--- config.mk ---
export PLATFORM = sky130hd
export DESIGN_NAME = tmp_seq_ctrl
export DESIGN_NICKNAME = d
export VERILOG_FILES = /design/src/rtl/tmp_seq_pkg.sv /design/src/rtl/tmp_phase_timer.sv /design/src/rtl/tmp_seq_ctrl.sv
export SDC_FILE = /design/constraint.sdc
export NUM_CORES = 1
export LEC_CHECK = 0
export CAP_MARGIN = 20
export CORE_UTILIZATION = 40
export CTS_BUF_LIST = sky130_fd_sc_hd__clkbuf_2
export DETAILED_ROUTE_END_ITERATION = 6
export HOLD_SLACK_MARGIN = 0.06
export SLEW_MARGIN = 20
export SYNTH_ARGS = -nofsm -noshare
export SYNTH_HDL_FRONTEND = slang
export SYNTH_SLANG_ARGS = --single-unit
--- constraint.sdc ---
create_clock -name clk -period 3.6 [get_ports clk]
set_clock_uncertainty 0.1 [all_clocks]
set_input_delay 0.72 -clock clk [delete_from_list [all_inputs] [get_ports clk]]
set_output_delay 0.72 -clock clk [all_outputs]
set_load 0.01 [all_outputs]
--- src/rtl/tmp_seq_pkg.sv ---
// Shared types and switch patterns for the temperature-sensor sequencer.
package tmp_seq_pkg;

    // Sequencer state encoding
    typedef logic [2:0] state_t;

    localparam state_t StIdle   = 3'd0;
    localparam state_t StPre    = 3'd1;
    localparam state_t StBlank  = 3'd2;
    localparam state_t StSetup  = 3'd3;
    localparam state_t StDiode  = 3'd4;
    localparam state_t StBig    = 3'd5;
    localparam state_t StCharge = 3'd6;
    localparam state_t StOut    = 3'd7;

    // Analog switch vector, MSB first: pi1 pi2 pii1 pii2 pa pb pc pd
    typedef struct packed {
        logic pi1;
        logic pi2;
        logic pii1;
        logic pii2;
        logic pa;
        logic pb;
        logic pc;
        logic pd;
    } sw_t;

    // Rest pattern: output caps shorted (idle, precharge, output)
    localparam sw_t SwRest  = sw_t'(8'b0000_0111);
    // All switches open (blanking between phases)
    localparam sw_t SwOff   = sw_t'(8'b0000_0000);
    // Big-diode phase (setup and conversion)
    localparam sw_t SwBig   = sw_t'(8'b1100_0000);
    // Diode phase
    localparam sw_t SwDiode = sw_t'(8'b0011_0000);
    // Charge phase, decision 1 routes to pb
    localparam sw_t SwChgHi = sw_t'(8'b0000_1100);
    // Charge phase, decision 0 routes to pc
    localparam sw_t SwChgLo = sw_t'(8'b0000_1010);

    function automatic int unsigned max_u(input int unsigned a, input int unsigned b);
        return (a > b) ? a : b;
    endfunction

endpackage

--- src/rtl/tmp_phase_timer.sv ---
// Shared phase down-counter: loaded with (length-1) on phase entry, flags the final cycle.
module tmp_phase_timer #(
    parameter int unsigned WIDTH = 4
) (
    input  logic             clk,
    input  logic             reset,
    input  logic             load_i,
    input  logic [WIDTH-1:0] load_val_i,
    output logic             last_o
);

    logic [WIDTH-1:0] cnt_q, cnt_d;

    // Load on phase entry, otherwise count down and hold at zero
    always_comb begin
        cnt_d = cnt_q;
        if (load_i) begin
            cnt_d = load_val_i;
        end else if (cnt_q != '0) begin
            cnt_d = cnt_q - 1'b1;
        end
    end

    // Counter register
    always_ff @(posedge clk or posedge reset) begin
        if (reset) begin
            cnt_q <= '0;
        end else begin
            cnt_q <= cnt_d;
        end
    end

    assign last_o = (cnt_q == '0);

endmodule

--- src/rtl/tmp_seq_ctrl.sv ---
// Switched-capacitor temperature sensor sequencer: bias setup, NCONV conversions, result.
module tmp_seq_ctrl
    import tmp_seq_pkg::*;
#(
    parameter  int unsigned PRE_CYC    = 11,
    parameter  int unsigned SETUP_CYC  = 4,
    parameter  int unsigned SETUP_ITER = 8,
    parameter  int unsigned DIODE_CYC  = 9,
    parameter  int unsigned BIG_CYC    = 12,
    parameter  int unsigned CHG_CYC    = 6,
    parameter  int unsigned NCONV      = 16,
    localparam int unsigned RES_W      = $clog2(NCONV + 1)
) (
    input  logic             clk,
    input  logic             reset,
    input  logic             start_i,
    input  logic             cont_mode_i,
    input  logic             cmp_i,
    output logic             pi1_o,
    output logic             pi2_o,
    output logic             pii1_o,
    output logic             pii2_o,
    output logic             pa_o,
    output logic             pb_o,
    output logic             pc_o,
    output logic             pd_o,
    output logic             cmp_p1_o,
    output logic             cmp_p2_o,
    output logic             src_n_o,
    output logic             snk_o,
    output logic             pre_chrg_o,
    output logic             setup_bias_o,
    output logic             busy_o,
    output logic [RES_W-1:0] result_o,
    output logic             valid_o
);

    localparam int unsigned MaxLen = max_u(max_u(max_u(PRE_CYC, SETUP_CYC), max_u(DIODE_CYC,
                                           BIG_CYC)), CHG_CYC);
    localparam int unsigned TW     = $clog2(MaxLen + 1);
    localparam int unsigned SetW   = $clog2(SETUP_ITER + 1);

    state_t            state_q, state_d;
    state_t            ret_q, ret_d;
    logic [SetW-1:0]   setup_cnt_q, setup_cnt_d;
    logic [RES_W-1:0]  conv_cnt_q, conv_cnt_d;
    logic [RES_W-1:0]  acc_q, acc_d;
    logic [RES_W-1:0]  result_q, result_d;
    logic              bit_q, bit_d;
    logic              sb_q, sb_d;
    logic              src_pulse, snk_pulse;

    sw_t               sw_q, sw_d;
    logic              cp1_q, cp1_d, cp2_q;
    logic              src_n_q, snk_q, pre_q, busy_q, valid_q;

    logic              tmr_load, tmr_last;
    logic [TW-1:0]     tmr_val;
    int unsigned       phase_len;

    tmp_phase_timer #(
        .WIDTH (TW)
    ) u_timer (
        .clk        (clk),
        .reset      (reset),
        .load_i     (tmr_load),
        .load_val_i (tmr_val),
        .last_o     (tmr_last)
    );

    // Next state, counters, accumulator and pump pulse decisions
    always_comb begin
        state_d     = state_q;
        ret_d       = ret_q;
        setup_cnt_d = setup_cnt_q;
        conv_cnt_d  = conv_cnt_q;
        acc_d       = acc_q;
        result_d    = result_q;
        bit_d       = bit_q;
        sb_d        = sb_q;
        src_pulse   = 1'b0;
        snk_pulse   = 1'b0;
        unique case (state_q)
            StIdle: begin
                if (start_i) begin
                    state_d     = StPre;
                    sb_d        = 1'b1;
                    setup_cnt_d = '0;
                    conv_cnt_d  = '0;
                    acc_d       = '0;
                end
            end
            StPre: begin
                if (tmr_last) begin
                    state_d = StBlank;
                    ret_d   = StSetup;
                end
            end
            StBlank: begin
                state_d = ret_q;
                // Conversion bias pump fires as CHARGE is entered
                if (ret_q == StCharge) begin
                    src_pulse = bit_q;
                    snk_pulse = ~bit_q;
                end
            end
            StSetup: begin
                if (tmr_last) begin
                    state_d = StBlank;
                    ret_d   = StSetup;
                    if (cmp_i) begin
                        src_pulse = 1'b1;
                    end else begin
                        snk_pulse = 1'b1;
                        if (setup_cnt_q == SetW'(SETUP_ITER - 1)) begin
                            sb_d        = 1'b0;
                            ret_d       = StDiode;
                            setup_cnt_d = '0;
                        end else begin
                            setup_cnt_d = setup_cnt_q + 1'b1;
                        end
                    end
                end
            end
            StDiode: begin
                if (tmr_last) begin
                    state_d = StBlank;
                    ret_d   = StBig;
                end
            end
            StBig: begin
                if (tmr_last) begin
                    state_d = StBlank;
                    ret_d   = StCharge;
                    bit_d   = cmp_i;
                    if (cmp_i && (acc_q != RES_W'(NCONV))) begin
                        acc_d = acc_q + 1'b1;
                    end
                end
            end
            StCharge: begin
                if (tmr_last) begin
                    if (conv_cnt_q == RES_W'(NCONV - 1)) begin
                        state_d    = StOut;
                        conv_cnt_d = '0;
                        result_d   = acc_q;
                        acc_d      = '0;
                    end else begin
                        state_d    = StBlank;
                        ret_d      = StDiode;
                        conv_cnt_d = conv_cnt_q + 1'b1;
                    end
                end
            end
            StOut: begin
                if (cont_mode_i) begin
                    state_d = StBlank;
                    ret_d   = StDiode;
                end else begin
                    state_d = StIdle;
                end
            end
            default: state_d = StIdle;
        endcase
    end

    // Phase length of the state being entered; timer reloads on every state change
    always_comb begin
        phase_len = 1;
        case (state_d)
            StPre:    phase_len = PRE_CYC;
            StSetup:  phase_len = SETUP_CYC;
            StDiode:  phase_len = DIODE_CYC;
            StBig:    phase_len = BIG_CYC;
            StCharge: phase_len = CHG_CYC;
            default:  phase_len = 1;
        endcase
        tmr_load = (state_d != state_q);
        tmr_val  = TW'(phase_len - 1);
    end

    // Switch pattern and chop phase for the upcoming state, registered below
    always_comb begin
        sw_d = SwRest;
        case (state_d)
            StIdle, StPre, StOut: sw_d = SwRest;
            StBlank:              sw_d = SwOff;
            StSetup, StBig:       sw_d = SwBig;
            StDiode:              sw_d = SwDiode;
            StCharge:             sw_d = bit_d ? SwChgHi : SwChgLo;
            default:              sw_d = SwRest;
        endcase
        cp1_d = (state_d == StBlank) ? ~cp1_q : cp1_q;
    end

    // State and registered outputs
    always_ff @(posedge clk or posedge reset) begin
        if (reset) begin
            state_q     <= StIdle;
            ret_q       <= StIdle;
            setup_cnt_q <= '0;
            conv_cnt_q  <= '0;
            acc_q       <= '0;
            result_q    <= '0;
            bit_q       <= 1'b0;
            sb_q        <= 1'b0;
            sw_q        <= SwRest;
            cp1_q       <= 1'b0;
            cp2_q       <= 1'b1;
            src_n_q     <= 1'b1;
            snk_q       <= 1'b0;
            pre_q       <= 1'b0;
            busy_q      <= 1'b0;
            valid_q     <= 1'b0;
        end else begin
            state_q     <= state_d;
            ret_q       <= ret_d;
            setup_cnt_q <= setup_cnt_d;
            conv_cnt_q  <= conv_cnt_d;
            acc_q       <= acc_d;
            result_q    <= result_d;
            bit_q       <= bit_d;
            sb_q        <= sb_d;
            sw_q        <= sw_d;
            cp1_q       <= cp1_d;
            cp2_q       <= ~cp1_d;
            src_n_q     <= ~src_pulse;
            snk_q       <= snk_pulse;
            pre_q       <= (state_d == StPre);
            busy_q      <= (state_d != StIdle);
            valid_q     <= (state_d == StOut);
        end
    end

    assign pi1_o        = sw_q.pi1;
    assign pi2_o        = sw_q.pi2;
    assign pii1_o       = sw_q.pii1;
    assign pii2_o       = sw_q.pii2;
    assign pa_o         = sw_q.pa;
    assign pb_o         = sw_q.pb;
    assign pc_o         = sw_q.pc;
    assign pd_o         = sw_q.pd;
    assign cmp_p1_o     = cp1_q;
    assign cmp_p2_o     = cp2_q;
    assign src_n_o      = src_n_q;
    assign snk_o        = snk_q;
    assign pre_chrg_o   = pre_q;
    assign setup_bias_o = sb_q;
    assign busy_o       = busy_q;
    assign result_o     = result_q;
    assign valid_o      = valid_q;

endmodule

; After elaboration in Yosys (flattened, before gate mapping)
; Cells that the tools add are included.
[totals]
register_bits = 46
[classes]
bitwise_logic = 4
eq_ne = 31
add_sub_neg = 5
reduce_logical = 20
n_mux = 51
[op_table]
columns = cell, count
row1 = two-way mux 3 bit, 14
row2 = one-hot mux 8 bit (5 select lines), 1
row3 = two-way mux 5 bit, 7
row4 = "equality test 3 bit, second input constant", 9
row5 = two-way mux 4 bit, 6
row6 = "inequality test 2 bit, second input constant", 12
row7 = one-hot mux 4 bit (5 select lines), 1
row8 = one-hot mux 3 bit (6 select lines), 1
row9 = one-hot mux 3 bit (5 select lines), 1
row10 = one-hot mux 5 bit (3 select lines), 1
row11 = two-way mux 1 bit, 13
row12 = "equality test 3 x 2 -> 1 bit, second input constant", 4
row13 = "adder 5 x 1 -> 5 bit, second input constant", 2
row14 = one-hot mux 5 bit (2 select lines), 1
row15 = one-hot mux 4 bit (2 select lines), 1
row16 = AND reduction 8 bit, 1
row17 = "subtractor 4 x 1 -> 4 bit, second input constant", 2
row18 = "equality test 3 x 1 -> 1 bit, second input constant", 2
row19 = zero test 3 bit, 2
row20 = one-hot mux 1 bit (2 select lines), 3
row21 = AND reduction 3 bit, 2
row22 = AND reduction 6 bit, 1
row23 = nonzero test 2 bit, 3
row24 = nonzero test 3 bit, 2
row25 = 16 further kinds, 19

; Depth between registers and ports, before layout
; Gate-level depths: netlist of the first run.
[depth]
ltp_word = 8
ltp_mapped = 13
depth_no_buf = 12

; Hierarchy
; From an unflattened synthesis of the first run, not the netlist that was laid out.
[hier_totals]
hier_cells = 228
hier_area_um2 = 2337.2
[modules_own_cells]
columns = mod, area_each_um2, cells_per_inst, instances, seq_area_each_um2
row1 = tmp_seq_ctrl, 2100.8, 205, 1, 1007.2
row2 = tmp_phase_timer, 236.5, 23, 1, 100.1

; Least setup slack after synthesis of the first run
; No wires, ideal clock.
[synth_timing]
path_kind = reg-to-reg
start = register conv_cnt_q[0]
end = register u_timer.cnt_q[2]
arrival_time_ps = 2284
path_slack_ps = 1121
stages_incl_launch_ff = 13
synth_period_minus_slack_ps = 2479
required_time_ps = 3405
path_buffers = 0
path_cell_list = dfrtp_1 > ha_1 > and4b_1 > and3_2 > o31a_1 > o21ai_0 > nor2_1 > o31ai_1 > ha_1 > nand2_1 > mux2i_1 > nand2_1 > o31ai_1
[synth_between]
elab_chain_len = 8
word_cells_on_any_way = 14
cone_classes = add/sub (1) / eq/ne (7) / mux (5) / reduce/logical (1)
[synth_lines]
columns = element, line
row1 = "start, declared", tmp_seq_ctrl.sv:46  ; logic [RES_W-1:0] conv_cnt_q, conv_cnt_d;
row2 = "start signal, assigned", tmp_seq_ctrl.sv:219  ; conv_cnt_q <= conv_cnt_d;
row3 = equality test 5 x 4 -> 1 bit *, tmp_seq_ctrl.sv:143  ; if (conv_cnt_q == RES_W'(NCONV - 1)) begin
row4 = two-way mux 3 bit *, tmp_seq_ctrl.sv:143
row5 = two-way mux 3 bit *, tmp_seq_ctrl.sv:142  ; if (tmr_last) begin
row6 = one-hot mux 3 bit (5 select lines) *, tmp_seq_ctrl.sv:83  ; unique case (state_q)
row7 = "equality test 3 bit, or another cell as far along", tmp_seq_ctrl.sv:170  ; case (state_d)
row8 = one-hot mux 4 bit (5 select lines), tmp_seq_ctrl.sv:170
row9 = subtractor 4 x 1 -> 4 bit, tmp_seq_ctrl.sv:179  ; tmr_val = TW'(phase_len - 1);
row10 = two-way mux 4 bit, tmp_phase_timer.sv:17  ; if (load_i) begin
row11 = "end signal, assigned", tmp_phase_timer.sv:29  ; cnt_q <= cnt_d;
row12 = "end, declared", tmp_phase_timer.sv:12  ; logic [WIDTH-1:0] cnt_q, cnt_d;
; Every way passes the cells marked *; elsewhere a longest branch is shown, timed or not.
; A chain may end at the register's enable or synchronous reset.

; Worst setup path in the final report of the first run
; Same ends and word-level chain as after synthesis.

==> impl_results.md, run 1 <==
* All-Layer GR Usage at 0.168
* WL per Instance at 13.6 um
* EDFF count, synth at 0
* Top_reg_cell synth: dfrtp_1
* ANT nets after route at 0
* Post-synthesis register bit count at 44
* Worst-margin pin slew at 0.571 ns
* Async SR Flop Fraction at 1.00
* RSZ-0062 raised after global routing: no
* Antenna violations before repair at 0
* RePlAce Congestion at 0.819
* N_diodes at 0
* Clock Sinks at 44
* Syn Area/Cell at 10.1 um^2
* Period Utilization, post-route at 0.799
* Clock-pin slew on the worst setup and hold paths at 0.21 ns
* Status: finished clean
* Fraction of the mapped netlist area in adder cells at 0.0281
* CTS H-tree lvls at 2
* Startpoint class of the critical path: flip-flop
* Pre-CTS setup slack at 0.554 ns
* CTS root buffer: clkbuf_2
* Hold EP: setup_cnt_q[3]
* Leakage power at 1.10 nW
* Max Buffers Root-to-Sink at 2
* Reg-to-reg endpoint: u_timer.cnt_q[2]
* Largest area contributor in the netlist: dfrtp_1
* Vias in the first global route at 1,595
* Buffers on Ports at 25
* Simple-Gate Fraction of Synth Area at 0.217
* Fmax at 348 MHz
* CTS resizes at 0
* Sequential share of power at 0.440
* Area Overhead vs Synth at 16.3%
* DR vias at 1,661
* Boundary Pins at 26
* Worst hold path type: flip-flop to flip-flop
* Clock power share at 0.161
* Postcts setup bufs at 0
* Worst-path fanout max at 4
* Initial Utilization at 0.425
* Psw at 644 uW
* HP Start: setup_cnt_q[3]
* CTS tree: yes
* Final non-filler cell total at 317
* Combinational Power Share at 0.399
* Pre-Repair DR Iteration Count at 4
* Largest net degree at the start of global routing at 45
* Worst-Skew Late Latency at 0.41 ns
* Final nets at 256
* Top cells by count, synth: 39 x dfrtp_1, 22 x nand2_1, 21 x o21ai_0, 17 x nor2_1, 12 x a21oi_1
* Multiplexer share of the synthesized area at 0.0483
* CP Capture Type: flip-flop
* Reg-to-reg slack, setup at 0.72 ns
* Register area share after synthesis at 0.497
* Die area at 5870 um^2
* Most common cell in the netlist: dfrtp_1
* Worst r2r src: conv_cnt_q[0]
* XOR/XNOR share of the synthesized area at 0.0157
* Yosys Warn Count at 0
* Inst Count DP at 309
* Syn Inst Count at 221
* DRC viols at 0
* Worst relative slew slack at 0.619
* Net Count, Synth at 231
* Fin Setup TNS at 0 ns
* Post-CTS Hold Buffers at 0
* Crit path DAT at 3.11 ns
* Crit path kind: flip-flop to flip-flop
* WHS Path Cells at 1
* DRT iter0 DRCs at 78
* Fraction of layout cells with a size suffix above 1 at 0.138
* Synth top area cells: dfrtp_1 44%, dfstp_2 5.9%, o21ai_0 4.7%
* Min Clock Period, post-route at 2.88 ns
* # setup viols final at 0
* Req. time, crit path at 3.84 ns
* Reg2Reg Depth at 12
* Post-synthesis compound-gate area fraction at 0.150
* Power density over the cells at 655 nW/um^2
* Slack of the critical path at 0.725 ns
* Endpoints failing hold at 0
* Pint at 1.05 mW
* Vias/cell at 5.24
* Total gr overflow at 0
* CTS buffer count at 5
* Final Max Tran Viols at 0
* First-pass GRT wire length at 7800 um
* Overall power at 1.70 mW
* Post-synth cell types at 50
* Max VDD drop at 0.361 mV
* Hold Slack at 0.404 ns
* HPWL after detailed placement at 3090 um
* Switching part of the total power at 0.380
* Max cap viols at 0
* Largest family of logic cells by synthesized area: simple AND/OR/NAND/NOR gates
* Die height at 76.6 um
* Area of the mapped netlist at 2230 um^2
* Final wirelength at 4300 um
* Top cell type's share of synthesized area at 0.438
* Chip width at 76.6 um
* FP Rows at 26
* Core ar. at 5240 um^2
layer usage:
| metal | track usage | up-vias | wire (um) |
|---|---|---|---|
| li1 | - | 833 | - |
| met1 | 0.243 | 797 | 2260 |
| met2 | 0.244 | 23 | 1850 |
| met3 | 0.0407 | 8 | 119 |
| met4 | 0.0577 | 0 | 73 |
| met5 | 0 | - | 0 |
stage by stage:
step / area, um^2 / util
6_report: 2590 / 0.495
2_1_floorplan: 2230 / -
3_5_place_dp: 2520 / 0.482
5_1_grt: 2590 / 0.495
3_3_place_gp: 2520 / 0.482
4_1_cts: 2590 / 0.495
worst max-delay path: stages, from the launching register on:
cell	delay, ns
dfrtp_1	0.46
ha_1	0.24
and4b_1	0.24
and3_2	0.22
o31a_1	0.34
o21ai_0	0.22
nor2_1	0.14
o31ai_1	0.26
ha_1	0.25
nand2_1	0.07
mux2i_1	0.12
nand2_1	0.07
o31ai_1	0.07
layout by cell type (no fill, tap or decap), types with 2 or more instances in the layout:
cell type	netlist	layout
nand2b_1	2	2
dfrtp_1	39	39
and3_1	3	3
or2_2	2	2
xnor2_1	3	3
nor2b_1	4	4
nand2_1	22	22
clkbuf_2	0	6
nand4_1	2	2
clkdlybuf4s50_1	0	25
o21a_1	2	2
nand3b_1	2	2
buf_4	2	2
nor3_1	3	3
nor3_2	2	2
o21ai_0	21	21
dfstp_2	5	5
a21oi_1	12	12
o31ai_1	5	5
mux2_2	6	6
nand3_1	9	9
inv_1	11	10
or3_1	4	4
mux2i_1	4	4
ha_1	5	5
a31oi_1	2	2
nor2_1	17	17
and2_1	4	4
sequential cells by signal (all words and copies together) (netlist names), 3 cells and up:
signal         cells
ret_q              3
acc_q              5
result_o           5
u_timer.cnt_q      4
conv_cnt_q         5
state_q            3
setup_cnt_q        4
final cells by class:
cell class                      count  area, um^2
Clock inverter                      2        35.0
Tap cell                           70        87.6
Sequential cell                    44        1110
Clock buffer                        6        30.0
Multi-Input combinational cell    157        1020
Inverter                           11        41.3
Timing Repair Buffer               27         265
Fill cell                         489        2650
cells by family (layout without fill, tap and decap cells):
| kind of cell | Yosys count | count (layout) |
|---|---|---|
| simple gates | 86 | 86 |
| flops | 44 | 44 |
| mux | 10 | 10 |
| buf+inv | 20 | 46 |
| fa+ha+maj | 5 | 5 |
| xor+xnor | 4 | 4 |
| compound gates | 52 | 52 |
how the worst max path moves through the flow:
stage	from	end	cells past startpoint
after CTS	conv_cnt_q[0]	u_timer.cnt_q[2]	12
after floorplan	conv_cnt_q[0]	u_timer.cnt_q[2]	12
after detailed placement	cont_mode_i	u_timer.cnt_q[2]	12
final	conv_cnt_q[0]	u_timer.cnt_q[2]	12
after global placement	cont_mode_i	u_timer.cnt_q[2]	12
after global routing	u_timer.cnt_q[0]	u_timer.cnt_q[2]	11
power groups by stage:
stage          Clock, mW  Combinational (mW)  Sequential [mW]
6_report           0.273               0.676            0.747
5_1_grt            0.304               0.759            0.771
3_5_place_dp           0               0.674            0.758
2_1_floorplan          0               0.480            0.737
4_1_cts            0.283               0.680            0.747
3_3_place_gp           0               0.671            0.755
Note: power is estimated with default switching activity, not from simulation.
==> run 2: changes to the inputs <==
==> constraint.sdc (replaced) <==
create_clock -name clk -period 2.4 [get_ports clk]
set_clock_uncertainty 0.1 [all_clocks]
set_input_delay 0.48 -clock clk [delete_from_list [all_inputs] [get_ports clk]]
set_output_delay 0.48 -clock clk [all_outputs]
set_load 0.01 [all_outputs]
==> run 2 against run 1 <==
  * The flow now finishes with violations (negative setup slack)
  * Cell area rose by 16%
  * Cell count rose by 13%
  * Hold slack got worse by 0.11 ns
  * Count of clock-buffer cells in the layout fell by 1
  * Clock power rose by 47%
  * Sequential share of layout area fell by 5.8 points
  * Combinational power rose by 130%
  * Wire length rose by 10%
  * Maximum frequency rose by 18%
==> impl_results.md, run 2 (synthesized netlist as in run 1, its figures left out) <==
* Hold Slack at 0.292 ns (was 0.404 ns)
* # setup viols final at 1 (was 0)
* DRC viols at 0 (unchanged)
* Worst relative slew slack at 0.698 (was 0.619)
* Commonest cells after routing, fill and taps aside: 41 x buf_4, 38 x dfrtp_1, 25 x clkdlybuf4s50_1, 22 x nand2_1, 19 x o21ai_0 (was 39 x dfrtp_1, 25 x clkdlybuf4s50_1, 22 x nand2_1, 21 x o21ai_0, 17 x nor2_1)
* Inst Count DP at 343 (was 309)
* Final wirelength at 4730 um (was 4300 um)
* HPWL after detailed placement at 3520 um (was 3090 um)
* Req. time, crit path at 2.63 ns (was 3.84 ns)
* Slowest stage delay, CP at 0.43 ns (was 0.46 ns)
* Final nets at 297 (was 256)
* DRT iter0 DRCs at 74 (was 78)
* Final core utilization at 0.573 (was 0.495)
* Slack of the critical path at -0.0434 ns (was 0.725 ns)
* Overall power at 3.01 mW (was 1.70 mW)
* Clock-pin slew on the worst setup and hold paths at 0.21 ns (about the same)
* CTS H-tree lvls at 2 (unchanged)
* CP delay by family, top: simple AND/OR/NAND/NOR gates (was compound AO/OA/AOI/OAI gates)
* RePlAce Congestion at 0.839 (was 0.819)
* Max Buffers Root-to-Sink at 2 (unchanged)
* Period Utilization, post-route at 1.02 (was 0.799)
* Total gr overflow at 0 (unchanged)
* Clock Sinks at 44 (unchanged)
* RSZ-0062 raised after global routing: yes (was no)
* Startpoint class of the critical path: flip-flop (unchanged)
* Leakage power at 1.30 nW (was 1.10 nW)
* Power density over the cells at 1000 nW/um^2 (was 655 nW/um^2)
* Crit path max-delay cell type: dfrtp_1 (unchanged)
* Boundary Pins at 26 (unchanged)
* CTS root buffer: clkbuf_2 (unchanged)
* CP Capture Type: flip-flop (unchanged)
* Crit path kind: flip-flop to flip-flop (unchanged)
* Register area at 1110 um^2 (about the same)
* Crit path DAT at 2.67 ns (was 3.11 ns)
* Worst hold path type: input port to asynchronous set/reset pin (was flip-flop to flip-flop)
* Pre-CTS setup slack at -0.195 ns (was 0.554 ns)
* First-pass GRT wire length at 8400 um (was 7800 um)
* Status: complete, but fails checks (was finished clean)
* Worst-Skew Late Latency at 0.39 ns (was 0.41 ns)
* Antenna violations before repair at 0 (unchanged)
* Max VDD drop at 0.791 mV (was 0.361 mV)
* Vias/cell at 5.13 (was 5.24)
* Reg-to-reg slack, setup at -0.04 ns (was 0.72 ns)
* Chip width at 76.6 um (unchanged)
* Worst-path fanout max at 5 (was 4)
* Fraction of layout cells with a size suffix above 1 at 0.302 (was 0.138)
* Endpoints failing hold at 0 (unchanged)
* Violated checks: negative setup slack
* Post-CTS Hold Buffers at 0 (unchanged)
* Most common cell after layout, fill and taps aside: buf_4 (was dfrtp_1)
* Reg2Reg Depth at 13 (was 12)
* FP Rows at 26 (unchanged)
* WL per Instance at 13.2 um (was 13.6 um)
* Largest net degree at the start of global routing at 45 (unchanged)
* All-Layer GR Usage at 0.182 (was 0.168)
* Worst-margin pin slew at 0.454 ns (was 0.571 ns)
* Core ar. at 5240 um^2 (unchanged)
* Final non-filler cell total at 358 (was 317)
* Pre-Repair DR Iteration Count at 4 (unchanged)
* Buf+Inv Stages, Crit Path at 1 (was 0)
* ANT nets after route at 0 (unchanged)
* CP Cell Sequence: ha_2, and4b_2, buf_6, a32oi_4, a21oi_2, nor3_2, nor3_2, a21oi_2, ha_4, nand2_1, mux2i_1, nand2_1, o31ai_2 (was ha_1, and4b_1, and3_2, o31a_1, o21ai_0, nor2_1, o31ai_1, ha_1, nand2_1, mux2i_1, nand2_1, o31ai_1)
* Fmax at 409 MHz (was 348 MHz)
* Buffers on Ports at 25 (unchanged)
* Initial Utilization at 0.425 (unchanged)
* Area Overhead vs Synth at 34.8% (was 16.3%)
* Filler Cells Inserted at 458 (was 489)
* Final Max Tran Viols at 0 (unchanged)
* Die height at 76.6 um (unchanged)
* CTS buffer count at 5 (unchanged)
* Area occupied by multi-input gates at 1110 um^2 (was 1020 um^2)
* N_diodes at 0 (unchanged)
* Vias in the first global route at 1,786 (was 1,595)
* CTS tree: yes (unchanged)
* CP Depth at 13 (was 12)
* Min Clock Period, post-route at 2.44 ns (was 2.88 ns)
* Max cap viols at 0 (unchanged)
* Die area at 5870 um^2 (unchanged)
* DR vias at 1,836 (was 1,661)
-- run 2: worst paths after layout --
kind | from | endpoint
worst max register to register | conv_cnt_q[0] | u_timer.cnt_q[2]
min in group clk | bit_q | snk_o
max in group asynchronous | reset | pc_o
worst min-delay path | reset | acc_q[0]
worst min register to register | bit_q | snk_o
worst max-delay path | conv_cnt_q[0] | u_timer.cnt_q[2]
-- run 2: routing by layer --
| layer | global-route usage | vias to the layer above | share of wire |
|---|---|---|---|
| met1 | 0.262 | 880 | 0.50 |
| met3 | 0.0407 | 4 | 0.044 |
| met5 | 0 | - | 0 |
| li1 | - | 914 | - |
| met4 | 0.0558 | 0 | 0.011 |
| met2 | 0.271 | 38 | 0.44 |
-- run 2: worst min-delay path, delay by kind of cell --
family / cells / cell delay [ns]
buffers and inverters: 3 / 0.72
-- run 2: final cells by class --
cell class	instances	share of cell area
Clock inverter	3	0.0125
Multi-Input combinational cell	157	0.371
Clock buffer	5	0.00834
Sequential cell	44	0.369
Tap cell	70	0.0292
Timing Repair Buffer	68	0.196
Inverter	11	0.0138
-- run 2: repair_timing --
| item | CTS | global route |
|---|---|---|
| endpoints found under the setup margin | 1 | 4 |
| setup buffers | 3 | 4 |
| resized for setup | 8 | 11 |
| pin swaps | 6 | 7 |
-- run 2: report_power, final --
part | internal [mW] | switching [mW] | leakage, nW | total (mW)
Combinational | 0.773 | 0.771 | 0.705 | 1.54
Sequential | 0.939 | 0.122 | 0.561 | 1.06
Clock | 0.170 | 0.232 | 0.0380 | 0.402
Total | 1.88 | 1.12 | 1.30 | 3.01
-- run 2: stage by stage --
step / TNS [ns] / instance area (um^2)
after floorplan: 0 / 2230
after global placement: -0.119 / 2800
after detailed placement: -0.248 / 2800
after CTS: -0.0487 / 2920
after global routing: -0.302 / 3000
final: -0.0434 / 3000
